## src/rtl/regfile_write_ctrl.sv

```systemverilog
// regfile_write_ctrl
//
// Write-port controller for a 32 x 32-bit register file. After reset it can
// sweep registers 1..31 to zero. It then arbitrates between an ALU writeback
// port and a load writeback port, using a round-robin pointer, and produces
// one registered write per cycle.
//
// Parameters
//   CLEAR_ON_RESET  1: zero registers 1..31 after reset; 0: start in RUN.
//
// Ports
//   clk_i, rst_i             clock; asynchronous active-high reset
//   a_valid_i / a_ready_o    ALU writeback handshake
//   a_addr_i, a_data_i       ALU destination register and data
//   m_valid_i / m_ready_o    load writeback handshake
//   m_addr_i, m_data_i       load destination register and data
//   wren_o, wr_o, wd_o       registered regfile write enable / address / data
//   init_done_o              high once the clear sweep has finished
//   q1_addr_i, q2_addr_i     read addresses under query
//   q1_hit_o, q2_hit_o       the queried register is being written this cycle

module regfile_write_ctrl #(
    parameter bit CLEAR_ON_RESET = 1'b1
) (
    input  logic        clk_i,
    input  logic        rst_i,

    input  logic        a_valid_i,
    output logic        a_ready_o,
    input  logic [4:0]  a_addr_i,
    input  logic [31:0] a_data_i,

    input  logic        m_valid_i,
    output logic        m_ready_o,
    input  logic [4:0]  m_addr_i,
    input  logic [31:0] m_data_i,

    output logic        wren_o,
    output logic [4:0]  wr_o,
    output logic [31:0] wd_o,
    output logic        init_done_o,

    input  logic [4:0]  q1_addr_i,
    input  logic [4:0]  q2_addr_i,
    output logic        q1_hit_o,
    output logic        q2_hit_o
);

    typedef enum logic [0:0] {
        StClear = 1'b0,
        StRun   = 1'b1
    } state_e;

    localparam state_e ResetState = CLEAR_ON_RESET ? StClear : StRun;
    localparam logic [4:0] LastReg = 5'd31;

    state_e      state_q, state_d;
    logic [4:0]  cnt_q, cnt_d;
    logic        prio_q, prio_d;
    logic        wren_q, wren_d;
    logic [4:0]  wr_q, wr_d;
    logic [31:0] wd_q, wd_d;
    logic        init_done_q, init_done_d;

    logic        grant_a;
    logic        grant_m;
    logic        clear_last;

    // Round-robin arbitration. prio_q names the port that wins a tie.
    // Neither port can be granted while the clear sweep owns the write port.
    always_comb begin
        grant_a = 1'b0;
        grant_m = 1'b0;
        if (state_q == StRun) begin
            grant_a = a_valid_i & (~m_valid_i | ~prio_q);
            grant_m = m_valid_i & (~a_valid_i |  prio_q);
        end
    end

    assign a_ready_o = grant_a;
    assign m_ready_o = grant_m;

    // The sweep ends one cycle after register 31 is written. That keeps
    // wr=31 visible for a full cycle before RUN begins.
    assign clear_last = wren_q & (wr_q == LastReg);

    always_comb begin
        state_d     = state_q;
        cnt_d       = cnt_q;
        prio_d      = prio_q;
        wren_d      = 1'b0;
        wr_d        = wr_q;
        wd_d        = wd_q;
        init_done_d = init_done_q;

        unique case (state_q)
            StClear: begin
                if (clear_last) begin
                    state_d     = StRun;
                    init_done_d = 1'b1;
                end else begin
                    wren_d = 1'b1;
                    wr_d   = cnt_q;
                    wd_d   = 32'd0;
                    // Saturate at 31: the counter does not wrap back to 0.
                    if (cnt_q != LastReg) begin
                        cnt_d = cnt_q + 5'd1;
                    end
                end
            end
            StRun: begin
                init_done_d = 1'b1;
                if (grant_a) begin
                    prio_d = 1'b1;
                    // Writes to x0 complete the handshake but are discarded.
                    if (a_addr_i != 5'd0) begin
                        wren_d = 1'b1;
                        wr_d   = a_addr_i;
                        wd_d   = a_data_i;
                    end
                end else if (grant_m) begin
                    prio_d = 1'b0;
                    if (m_addr_i != 5'd0) begin
                        wren_d = 1'b1;
                        wr_d   = m_addr_i;
                        wd_d   = m_data_i;
                    end
                end
            end
            default: begin
                state_d = ResetState;
            end
        endcase
    end

    always_ff @(posedge clk_i or posedge rst_i) begin
        if (rst_i) begin
            state_q     <= ResetState;
            cnt_q       <= 5'd1;
            prio_q      <= 1'b0;
            wren_q      <= 1'b0;
            wr_q        <= 5'd0;
            wd_q        <= 32'd0;
            init_done_q <= 1'b0;
        end else begin
            state_q     <= state_d;
            cnt_q       <= cnt_d;
            prio_q      <= prio_d;
            wren_q      <= wren_d;
            wr_q        <= wr_d;
            wd_q        <= wd_d;
            init_done_q <= init_done_d;
        end
    end

    assign wren_o      = wren_q;
    assign wr_o        = wr_q;
    assign wd_o        = wd_q;
    assign init_done_o = init_done_q;

    // A register being written this cycle can be forwarded from wd_o.
    // x0 never hits.
    assign q1_hit_o = wren_q & (wr_q == q1_addr_i) & (q1_addr_i != 5'd0);
    assign q2_hit_o = wren_q & (wr_q == q2_addr_i) & (q2_addr_i != 5'd0);

    always_comb begin
        assert (!(a_ready_o && m_ready_o));
    end

endmodule

```

## config.mk

```make
export PLATFORM = sky130hd
export DESIGN_NAME = regfile_write_ctrl
export DESIGN_NICKNAME = d
export VERILOG_FILES = /design/src/rtl/regfile_write_ctrl.sv
export SDC_FILE = /design/constraint.sdc
export NUM_CORES = 1
export LEC_CHECK = 0
export ABC_CLOCK_PERIOD_IN_PS = 2000
export CAP_MARGIN = 20
export CORE_MARGIN = 4
export CORE_UTILIZATION = 39
export DETAILED_ROUTE_END_ITERATION = 10
export GPL_TIMING_DRIVEN = 0
export PLACE_DENSITY = 0.8
export SLEW_MARGIN = 20
export SYNTH_ARGS = -nofsm -noshare
export SYNTH_HDL_FRONTEND = slang
export SYNTH_SLANG_ARGS = --single-unit
```

## constraint.sdc

```tcl
create_clock -name clk_i -period 2 [get_ports clk_i]
set_input_delay 0.3 -clock clk_i [delete_from_list [all_inputs] [get_ports clk_i]]
set_output_delay 0.3 -clock clk_i [all_outputs]
set_load 0.01 [all_outputs]
```

==> impl_metrics.py, run 1 <==
metrics = {
    "finish": {
        "nets": 426,
        "num_antenna_cells": 0,
        "final_cells": 412,
        "area_delta_synth_final_pct": 70.4,
        "fin_util": 0.687,
        "drive_gt1_frac": 0.217,
    },
    "sta": {
        "maxSlewHeadroom": 0.693,
        "drv_slew": 0,
        "fmax_ghz": 0.502,
        "rsz0062_at_grt": "yes",
        "setup_viol": 0,
        "min_period_ps": 1990,
        "fin_skew_ps": 5.30,
        "period_share": 0.996,
        "tightest_slew_ps": 461,
        "finalHoldViolations": 0,
    },
    "worst_setup_path": {
        "setup.worst_path.class": "in -> reg",
        "endpoint_kind": "flop",
        "start_kind": "primary input",
        "arrival_ps": 2180,
        "cp_slowest_cell": "or4_1",
        "required_ps": 2180,
        "worst-r2r-setup-slack_ps": 180,
        "slowest_delay_ps": 530,
        "ff2ff_path_depth": 6,
        "path_cells": "clkdlybuf4s50_1 > or4_1 > o211ai_1 > a211oi_2 > buf_6 > buf_8 > mux2_4",
        "path_max_fanout": 10,
    },
    "route": {
        "drc_errors": 0,
        "routed_wl_um": 6820,
        "route.met2.wl_um": 3440,
        "dr.pass1.iters": 5,
        "ant_nets": 0,
        "route.met3.wl_um": 650,
        "wl_per_cell_um": 16.6,
        "num_vias": 2158,
        "highest_layer": "met4",
        "first_iter_violations": 89,
        "vias_per_cell": 5.24,
        "wirelength_met1_um": 2650,
    },
    "floorplanning": {
        "start_util": 0.403,
        "core_area_mm2": 0.00592,
        "die_area_mm2": 0.00743,
        "dieWidth_um": 86.2,
        "rows": 28,
        "ios": 131,
        "die_h_um": 86.2,
    },
    "grt": {
        "first_global_vias": 2311,
        "grt_max_degree": 29,
        "grt_pass1_wl_um": 10900,
        "grt_usage": 0.184,
        "antenna_found_initial": 0,
        "overflow": 0,
    },
    "synthesis": {
        "synthesis.area_mm2": 0.00239,
        "yosysWarnings": 0,
        "synthDistinctLibCells": 32,
        "synth-seq-cells": 46,
        "syn_nets": 279,
        "avgSynthCellArea_um2": 12.6,
        "synthCells": 189,
        "synth-seq-area-share": 0.483,
    },
    "min_path": {
        "min_path_type": "in -> async",
    },
    "power_and_ir_drop": {
        "cellLeakagePower_nw": 1.85,
        "intPower_mw": 3.69,
        "p_switching_mw": 1.89,
        "vdd_ir_drop_max_uv": 683,
        "comb_power_share": 0.559,
        "p_clk_frac": 0.124,
        "p_per_area_mw_per_mm2": 1370,
        "netSwitchingFraction": 0.338,
        "seq_power_share": 0.317,
    },
    "clock_tree": {
        "htree_levels": 2,
        "cts.sinks": 46,
        "clkTransAtPathRegs_ps": 90,
        "worstSkewPairLatency_ps": 300,
        "cts_buffer_depth": 2,
        "cts_buffers": 5,
        "cts-root-buf": "clkbuf_8",
        "cts_tree": "done",
    },
    "place": {
        "dp_cells": 395,
        "portBuffers": 130,
        "gp_congestion": 0.788,
        "hpwl_um": 5240,
    },
    "run": {
        "max-cap-violations": 0,
    },
    "status": {
        "status": "finished, final reports clean",
    },
}
## what timing repair did
| item | 4_1_cts | 5_1_grt |
|---|---|---|
| hold buffers | 0 | 0 |
| endpoints found under the setup margin | 32 | 33 |
| gates resized for setup | 15 | 17 |
| pin swaps | 0 | 3 |
| hold endpoints to repair | 0 | 0 |
| setup buffers | 4 | 5 |
## Yosys cell counts, drive strengths merged
cell    number  area (µm²)
dfrtp       45        1130
nor3         5        25.0
mux2        34         435
o211a        1        10.0
dfstp        1        26.3
ha           2        25.0
and2         2        12.5
nor4         1        6.26
a211oi       1        7.51
inv          8        30.0
a222oi       5        50.1
xnor2        7        61.3
clkbuf       7        26.3
nand3        2        10.0
and3         1        6.26
a22o        32         280
nand4        2        12.5
buf          5        42.5
nor4b        1        15.0
nor2         1        3.75
o21ai        1        5.00
nand2b       1        6.26
o211ai       1        7.51
or2          1        6.26
nand2        5        18.8
mux2i        5        50.1
xor2         4        35.0
or4          2        15.0
a21oi        6        30.0
## metal layers
metal	global-route usage	vias up
met1	0.209	1044
li1	-	1008
met5	0	-
met4	0.0453	0
met3	0.0589	8
met2	0.334	98
## logic make-up after synthesis
logic type,after synthesis,synth area share
compound gates,47,0.164
xor+xnor,11,0.0404
fa+ha+maj,2,0.0105
buf+inv,20,0.0414
flops,46,0.483
mux,39,0.203
simple gates,24,0.0577
## worst max-delay path: cells and delay by family
kind / cells / cell delay (ps)
compound gates: 2 / 330
mux: 1 / 300
simple gates: 1 / 530
buf+inv: 3 / 720
## worst paths after layout
kind                                    end         from
worst max-delay path               wd_o[13]  m_addr_i[2]
worst min-delay path               wd_o[12]        rst_i
worst max register to register     wd_o[17]      state_q
worst min register to register  init_done_o  init_done_o
max in group asynchronous          cnt_q[0]        rst_i
min in group clk_i                  wr_o[0]  a_addr_i[0]
## metrics by stage
step / setup WS, ps / hold WS (ps) / setup TNS (ps) / area (µm²) / power [mW]
2_1_floorplan: 171 / 459 / 0 / 2390 / 3.31
3_3_place_gp: -431 / 481 / -29100 / 3780 / 4.58
3_5_place_dp: -473 / 488 / -13520 / 3800 / 4.66
4_1_cts: -73.7 / 346 / -894 / 3980 / 5.50
5_1_grt: -69.7 / 380 / -863 / 4070 / 5.96
6_report: 8.10 / 338 / 0 / 4070 / 5.58
## layout by cell type (no fill, tap or decap), types with 3 or more instances in the layout
cell,netlist,layout
mux2_2,20,20
mux2i_1,5,5
clkbuf_2,0,5
clkbuf_8,0,6
mux2_4,14,14
a222oi_1,5,5
dfrtp_2,0,4
buf_12,0,3
inv_1,8,7
a22o_1,32,32
buf_4,0,7
nor3_1,5,5
xor2_1,4,4
dfrtp_1,45,41
nand2_1,5,5
dlymetal6s2s_1,0,4
a21oi_1,6,5
clkdlybuf4s50_1,0,123
xnor2_1,7,7
## state kept, by name, indices dropped and copies added (netlist names)
name	flops
prio_q	1
init_done_o	1
cnt_q	5
state_q	1
wren_o	1
wr_o	5
wd_o	32
## area by class of cell
class / instances / area (µm²)
plain buffers: 12 / 96.3
clock buffers: 6 / 72.6
clock inverters: 2 / 37.5
fillers: 475 / 1850
inverters: 8 / 30.0
multi-input cells: 123 / 1170
flip-flops and latches: 46 / 1160
well taps: 75 / 93.8
repair buffers: 140 / 1410
## power groups by stage
stage	Clock, mW	Sequential [mW]	Combinational, mW
finish	0.691	1.77	3.12
CTS	0.717	1.77	3.02
global placement	0	1.76	2.82
global route	0.756	1.85	3.36
detailed placement	0	1.78	2.88
floorplan	0	1.91	1.41
Note: power is estimated with default switching activity, not from simulation.
==> run 2, diff against run 1 <==
==> constraint.sdc (replaced) <==
create_clock -name clk_i -period 2 [get_ports clk_i]
set_input_delay 0.4 -clock clk_i [delete_from_list [all_inputs] [get_ports clk_i]]
set_output_delay 0.4 -clock clk_i [all_outputs]
set_load 0.01 [all_outputs]
==> run 2 against run 1 <==
Non-clock buffer count did not move; routed wire length fell by 0.21%; sequential power barely moved; critical path type unchanged; flip-flop and latch count did not move; setup slack improved by 39 ps; first-iteration DRC count rose by 24%; clock skew barely moved; global-route usage rose by 0.060 points; final cell count did not move; via count rose by 0.23%.
==> impl_metrics.py, run 2 (same netlist as run 1, synthesis figures left out) <==
metrics = {
    "worst_setup_path": {
        "setup.worst_path.class": "in -> reg",
        "crit_start": "a_addr_i[0]",
        "critical_path.endpoint": "wd_o[2]",
        "ff2ff_path_depth": 7,
        "r2r_start": "wr_o[1]",
        "arrival_ps": 2140,
        "path_max_fanout": 10,
        "endpoint_kind": "flop",
        "required_ps": 2190,
        "rr_endpoint": "wd_o[30]",
        "worst-r2r-setup-slack_ps": 160,
        "start_kind": "primary input",
    },
    "grt": {
        "grt_usage": 0.185,
        "grt_max_degree": 29,
        "antenna_found_initial": 0,
        "overflow": 0,
        "first_global_vias": 2322,
        "grt_pass1_wl_um": 11000,
    },
    "place": {
        "hpwl_um": 5240,
        "gp_congestion": 0.788,
        "postPlaceCellArea_mm2": 0.00380,
        "portBuffers": 130,
    },
    "route": {
        "wl_per_cell_um": 16.5,
        "vias_per_cell": 5.25,
        "routed_wl_um": 6810,
        "num_vias": 2163,
        "first_iter_violations": 110,
        "drc_errors": 0,
        "dr.pass1.iters": 5,
        "ant_nets": 0,
    },
    "floorplanning": {
        "die_h_um": 86.2,
        "ios": 131,
        "core_area_mm2": 0.00592,
        "die_area_mm2": 0.00743,
        "rows": 28,
        "start_util": 0.403,
        "dieWidth_um": 86.2,
    },
    "sta": {
        "setup_viol": 0,
        "whs_ps": 437,
        "min_period_ps": 1950,
        "finalHoldViolations": 0,
        "rsz0062_at_grt": "yes",
        "maxSlewHeadroom": 0.703,
        "fin_skew_ps": 5.37,
        "fmax_ghz": 0.512,
        "tightest_slew_ps": 445,
        "period_share": 0.976,
        "drv_slew": 0,
    },
    "finish": {
        "area_delta_synth_final_pct": 70.1,
        "most-common-layout-cells": "clkdlybuf4s50_1, dfrtp_1, a22o_1",
        "nets": 426,
        "num_antenna_cells": 0,
        "final_common_cell": "clkdlybuf4s50_1",
        "largest_register_ffs": 32,
        "stdcell_area_mm2": 0.00406,
        "drive_gt1_frac": 0.234,
    },
    "status": {
        "status": "finished, final reports clean",
    },
    "power_and_ir_drop": {
        "comb_power_share": 0.558,
        "netSwitchingFraction": 0.338,
        "power_mw": 5.60,
        "cellLeakagePower_nw": 1.84,
        "intPower_mw": 3.70,
        "p_clk_frac": 0.124,
        "p_per_area_mw_per_mm2": 1380,
        "vdd_ir_drop_max_uv": 693,
        "p_switching_mw": 1.89,
        "seq_power_share": 0.318,
    },
    "min_path": {
        "min_path_type": "in -> async",
    },
    "clock_tree": {
        "cts_tree": "done",
        "htree_levels": 2,
        "cts_buffers": 5,
        "cts_buffer_depth": 2,
        "cts-root-buf": "clkbuf_8",
        "worstSkewPairLatency_ps": 300,
        "cts.sinks": 46,
        "clkTransAtPathRegs_ps": 90,
    },
    "run": {
        "max-cap-violations": 0,
    },
}
## run 2: changes by cell type in the layout (fill, tap and decap cells not counted), moves of 2 or more
cell             previous run  this run
buf_1                       2         0
clkdlybuf4s50_1           123       117
dlymetal6s2s_1              4         0
clkbuf_4                    0         2
dlygate4sd2_1               2        11
## run 2: metal layers
| metal | global-route usage | up-vias | part of all wire |
|---|---|---|---|
| li1 | - | 1008 | - |
| met3 | 0.0599 | 9 | 0.097 |
| met5 | 0 | - | 0 |
| met4 | 0.0496 | 0 | 0.012 |
| met1 | 0.210 | 1039 | 0.40 |
| met2 | 0.333 | 107 | 0.49 |
## run 2: power by group through the flow
stage	registers (mW)	clock network, mW	logic, mW
after floorplan	1.91	0	1.41
after global placement	1.76	0	2.82
after detailed placement	1.78	0	2.88
after CTS	1.79	0.717	3.09
after global routing	1.85	0.756	3.37
final	1.78	0.695	3.12
## run 2: worst min path at each step
stage	slack, ps	to	startpoint	depth (start not counted)
floorplan	460	cnt_q[3]	cnt_q[3]	1
global placement	480	cnt_q[3]	cnt_q[3]	1
detailed placement	490	init_done_o	init_done_o	1
CTS	450	wd_o[14]	rst_i	2
global route	480	wd_o[14]	rst_i	2
finish	440	wd_o[14]	rst_i	2
## run 2: per-stage QoR
stage | std cells | util | setup TNS [ps] | worst slack, ps
6_report | 412 | 0.685 | 0 | 47.3
5_1_grt | 412 | 0.685 | -40.1 | -40.1
4_1_cts | 409 | 0.681 | 0 | 5.06
3_5_place_dp | 395 | 0.642 | -18060 | -673
3_3_place_gp | 394 | 0.639 | -38210 | -631
2_1_floorplan | 189 | - | 0 | 70.9
## run 2: area by class of cell
cell class | instances | area, µm²
fill | 484 | 1860
timing repair buffer | 140 | 1390
multi-input combinational | 123 | 1180
sequential | 46 | 1160
buffer | 12 | 101
tap | 75 | 93.8
clock buffer | 6 | 72.6
clock inverter | 2 | 37.5
inverter | 8 | 30.0
## run 2: timing repair
item	4_1_cts	5_1_grt
endpoints found under the setup margin	34	27
cloned	1	0
buffers inserted	5	3
pin swaps	6	2
resized for setup	40	8
hold buffers	0	0
## run 2: critical path, cell delays in order
cell and delay, ps:
dlygate4sd2_1 240, or4_4 550, nor4b_4 240, a211oi_2 90
buf_6 160, buf_6 150, mux2_4 300
==> run 3, diff against run 2 <==
--- a/config.mk
+++ b/config.mk
@@ -5,13 +5,13 @@
 export SDC_FILE = /design/constraint.sdc
 export NUM_CORES = 1
 export LEC_CHECK = 0
-export ABC_CLOCK_PERIOD_IN_PS = 2000
+export ABC_CLOCK_PERIOD_IN_PS = 2400
 export CAP_MARGIN = 20
 export CORE_MARGIN = 4
-export CORE_UTILIZATION = 39
+export CORE_UTILIZATION = 42
 export DETAILED_ROUTE_END_ITERATION = 10
 export GPL_TIMING_DRIVEN = 0
-export PLACE_DENSITY = 0.8
+export PLACE_DENSITY = 0.85
 export SLEW_MARGIN = 20
 export SYNTH_ARGS = -nofsm -noshare
 export SYNTH_HDL_FRONTEND = slang
==> constraint.sdc (replaced) <==
create_clock -name clk_i -period 2.4 [get_ports clk_i]
set_input_delay 0.48 -clock clk_i [delete_from_list [all_inputs] [get_ports clk_i]]
set_output_delay 0.48 -clock clk_i [all_outputs]
set_load 0.01 [all_outputs]
==> run 3 against run 2 <==
Combinational power decreased by 23%; register-to-register slack gained 200 ps; core utilization increased by 2.7 points; critical path depth decreased by 3; count of clock-buffer cells in the layout shrank 1; cell area is 3.4% lower; first-iteration DRC count is 20% lower.
==> impl_metrics.py, run 3 (same netlist as run 1, synthesis figures left out) <==
metrics = {
    "status": {
        "status": "finished, final reports clean",
    },
    "floorplanning": {
        "die_h_um": 83.4,
        "start_util": 0.433,
        "dieWidth_um": 83.4,
        "core_area_mm2": 0.00551,
        "rows": 27,
        "ios": 131,
        "die_area_mm2": 0.00695,
    },
    "sta": {
        "drv_slew": 0,
        "finalHoldViolations": 0,
        "tns_ps": 0,
        "maxSlewHeadroom": 0.590,
        "tightest_slew_ps": 614,
        "rsz0062_at_grt": "no",
        "min_period_ps": 2360,
        "period_share": 0.983,
        "setup_viol": 0,
        "fin_skew_ps": 12.0,
        "fmax_ghz": 0.424,
    },
    "place": {
        "gp_congestion": 0.850,
        "portBuffers": 130,
        "hpwl_um": 5380,
    },
    "route": {
        "vias_per_cell": 5.42,
        "first_iter_violations": 88,
        "dr.pass1.iters": 7,
        "num_vias": 2179,
        "routed_wl_um": 6890,
        "ant_nets": 0,
        "drc_errors": 0,
        "wl_per_cell_um": 17.1,
    },
    "grt": {
        "use_met2": 0.340,
        "grt_usage": 0.197,
        "first_global_vias": 2200,
        "grtUsageMet3": 0.0496,
        "grt_pass1_wl_um": 11000,
        "top_usage_layer": "met2",
        "use_met1": 0.234,
        "overflow": 0,
        "grt_max_degree": 28,
        "antenna_found_initial": 0,
    },
    "worst_setup_path": {
        "ff2ff_path_depth": 6,
        "path_max_fanout": 4,
        "start_kind": "primary input",
        "required_ps": 1920,
        "r2r_start": "state_q",
        "arrival_ps": 1880,
        "endpoint_kind": "output pin",
        "worst-r2r-setup-slack_ps": 360,
        "rr_endpoint": "wr_o[4]",
        "setup.worst_path.class": "in -> out",
    },
    "clock_tree": {
        "cts_tree": "done",
        "clkTransAtPathRegs_ps": 80,
        "htree_levels": 2,
        "cts-root-buf": "clkbuf_8",
        "cts_buffers": 5,
        "cts_hold_buf": 0,
        "cts_buffer_depth": 2,
        "worstSkewPairLatency_ps": 290,
        "cts.sinks": 46,
    },
    "min_path": {
        "min_path_type": "reg -> reg",
        "holdPathStages": 1,
        "holdPathEnd": "init_done_o",
        "hp-start": "init_done_o",
    },
    "power_and_ir_drop": {
        "power_mw": 4.36,
        "cellLeakagePower_nw": 1.75,
        "vdd_ir_drop_max_uv": 535,
        "p_per_area_mw_per_mm2": 1110,
    },
    "finish": {
        "most-common-layout-cells": "clkdlybuf4s50_1, dfrtp_1, a22o_1",
        "num_antenna_cells": 0,
        "final_common_cell": "clkdlybuf4s50_1",
        "largest_register_ffs": 32,
        "nets": 419,
        "area_delta_synth_final_pct": 64.3,
        "drive_gt1_frac": 0.167,
    },
    "run": {
        "max-cap-violations": 0,
    },
}
run 3: changes by cell type in the layout (fill, tap and decap cells not counted), moves of 4 or more:
cell	previous run	this run
dlygate4sd2_1	11	2
buf_4	7	2
dfrtp_2	4	0
clkdlybuf4s50_1	117	127
clkbuf_1	1	6
clkbuf_2	6	0
dfrtp_1	41	45
run 3: how the worst max path moves through the flow:
| stage | end | depth (start not counted) | from |
|---|---|---|---|
| global placement | a_ready_o | 5 | a_valid_i |
| floorplan | wd_o[10] | 6 | a_addr_i[2] |
| finish | a_ready_o | 4 | m_valid_i |
| global route | a_ready_o | 4 | m_valid_i |
| detailed placement | a_ready_o | 5 | a_valid_i |
| CTS | q2_hit_o | 5 | q2_addr_i[0] |
run 3: metrics by stage:
stage               hold slack (ps)  setup WS, ps  utilization  cells  area (µm²)
floorplan                       459           391            -    189        2390
global placement                465          -358        0.686    391        3780
detailed placement              462          -386        0.691    392        3800
CTS                             482          25.0        0.711    402        3920
global route                    491          9.32        0.712    402        3920
finish                          474          40.0        0.712    402        3920
run 3: power breakdown:
part | internal [mW] | switching, mW | leakage [nW] | total (mW)
Clock | 0.205 | 0.257 | 0.0441 | 0.461
Sequential | 1.17 | 0.323 | 0.577 | 1.49
Combinational | 1.45 | 0.952 | 1.13 | 2.40
Total | 2.82 | 1.53 | 1.75 | 4.36
run 3: final cells by class:
| class | count | area (µm²) |
|---|---|---|
| fillers | 421 | 1590 |
| repair buffers | 133 | 1340 |
| flip-flops and latches | 46 | 1150 |
| multi-input cells | 123 | 1140 |
| well taps | 72 | 90.1 |
| plain buffers | 12 | 72.6 |
| clock buffers | 5 | 68.8 |
| inverters | 8 | 30.0 |
| clock inverters | 3 | 21.3 |
run 3: layer usage:
metal  up-vias  share of wire
li1        995              -
met3        19          0.076
met4         0          0.028
met2       105           0.51
met5         -              0
met1      1060           0.39
run 3: timing repair:
item | CTS | global route
endpoints found under the setup margin | 3 | 1
resized for setup | 5 | 1
setup buffers | 2 | 0
pin swaps | 0 | 0
run 3: worst max-delay path, cell delays in order:
cell	delay, ps
clkdlybuf4s50_1	440
a21oi_1	220
clkbuf_4	200
clkdlybuf4s50_1	540
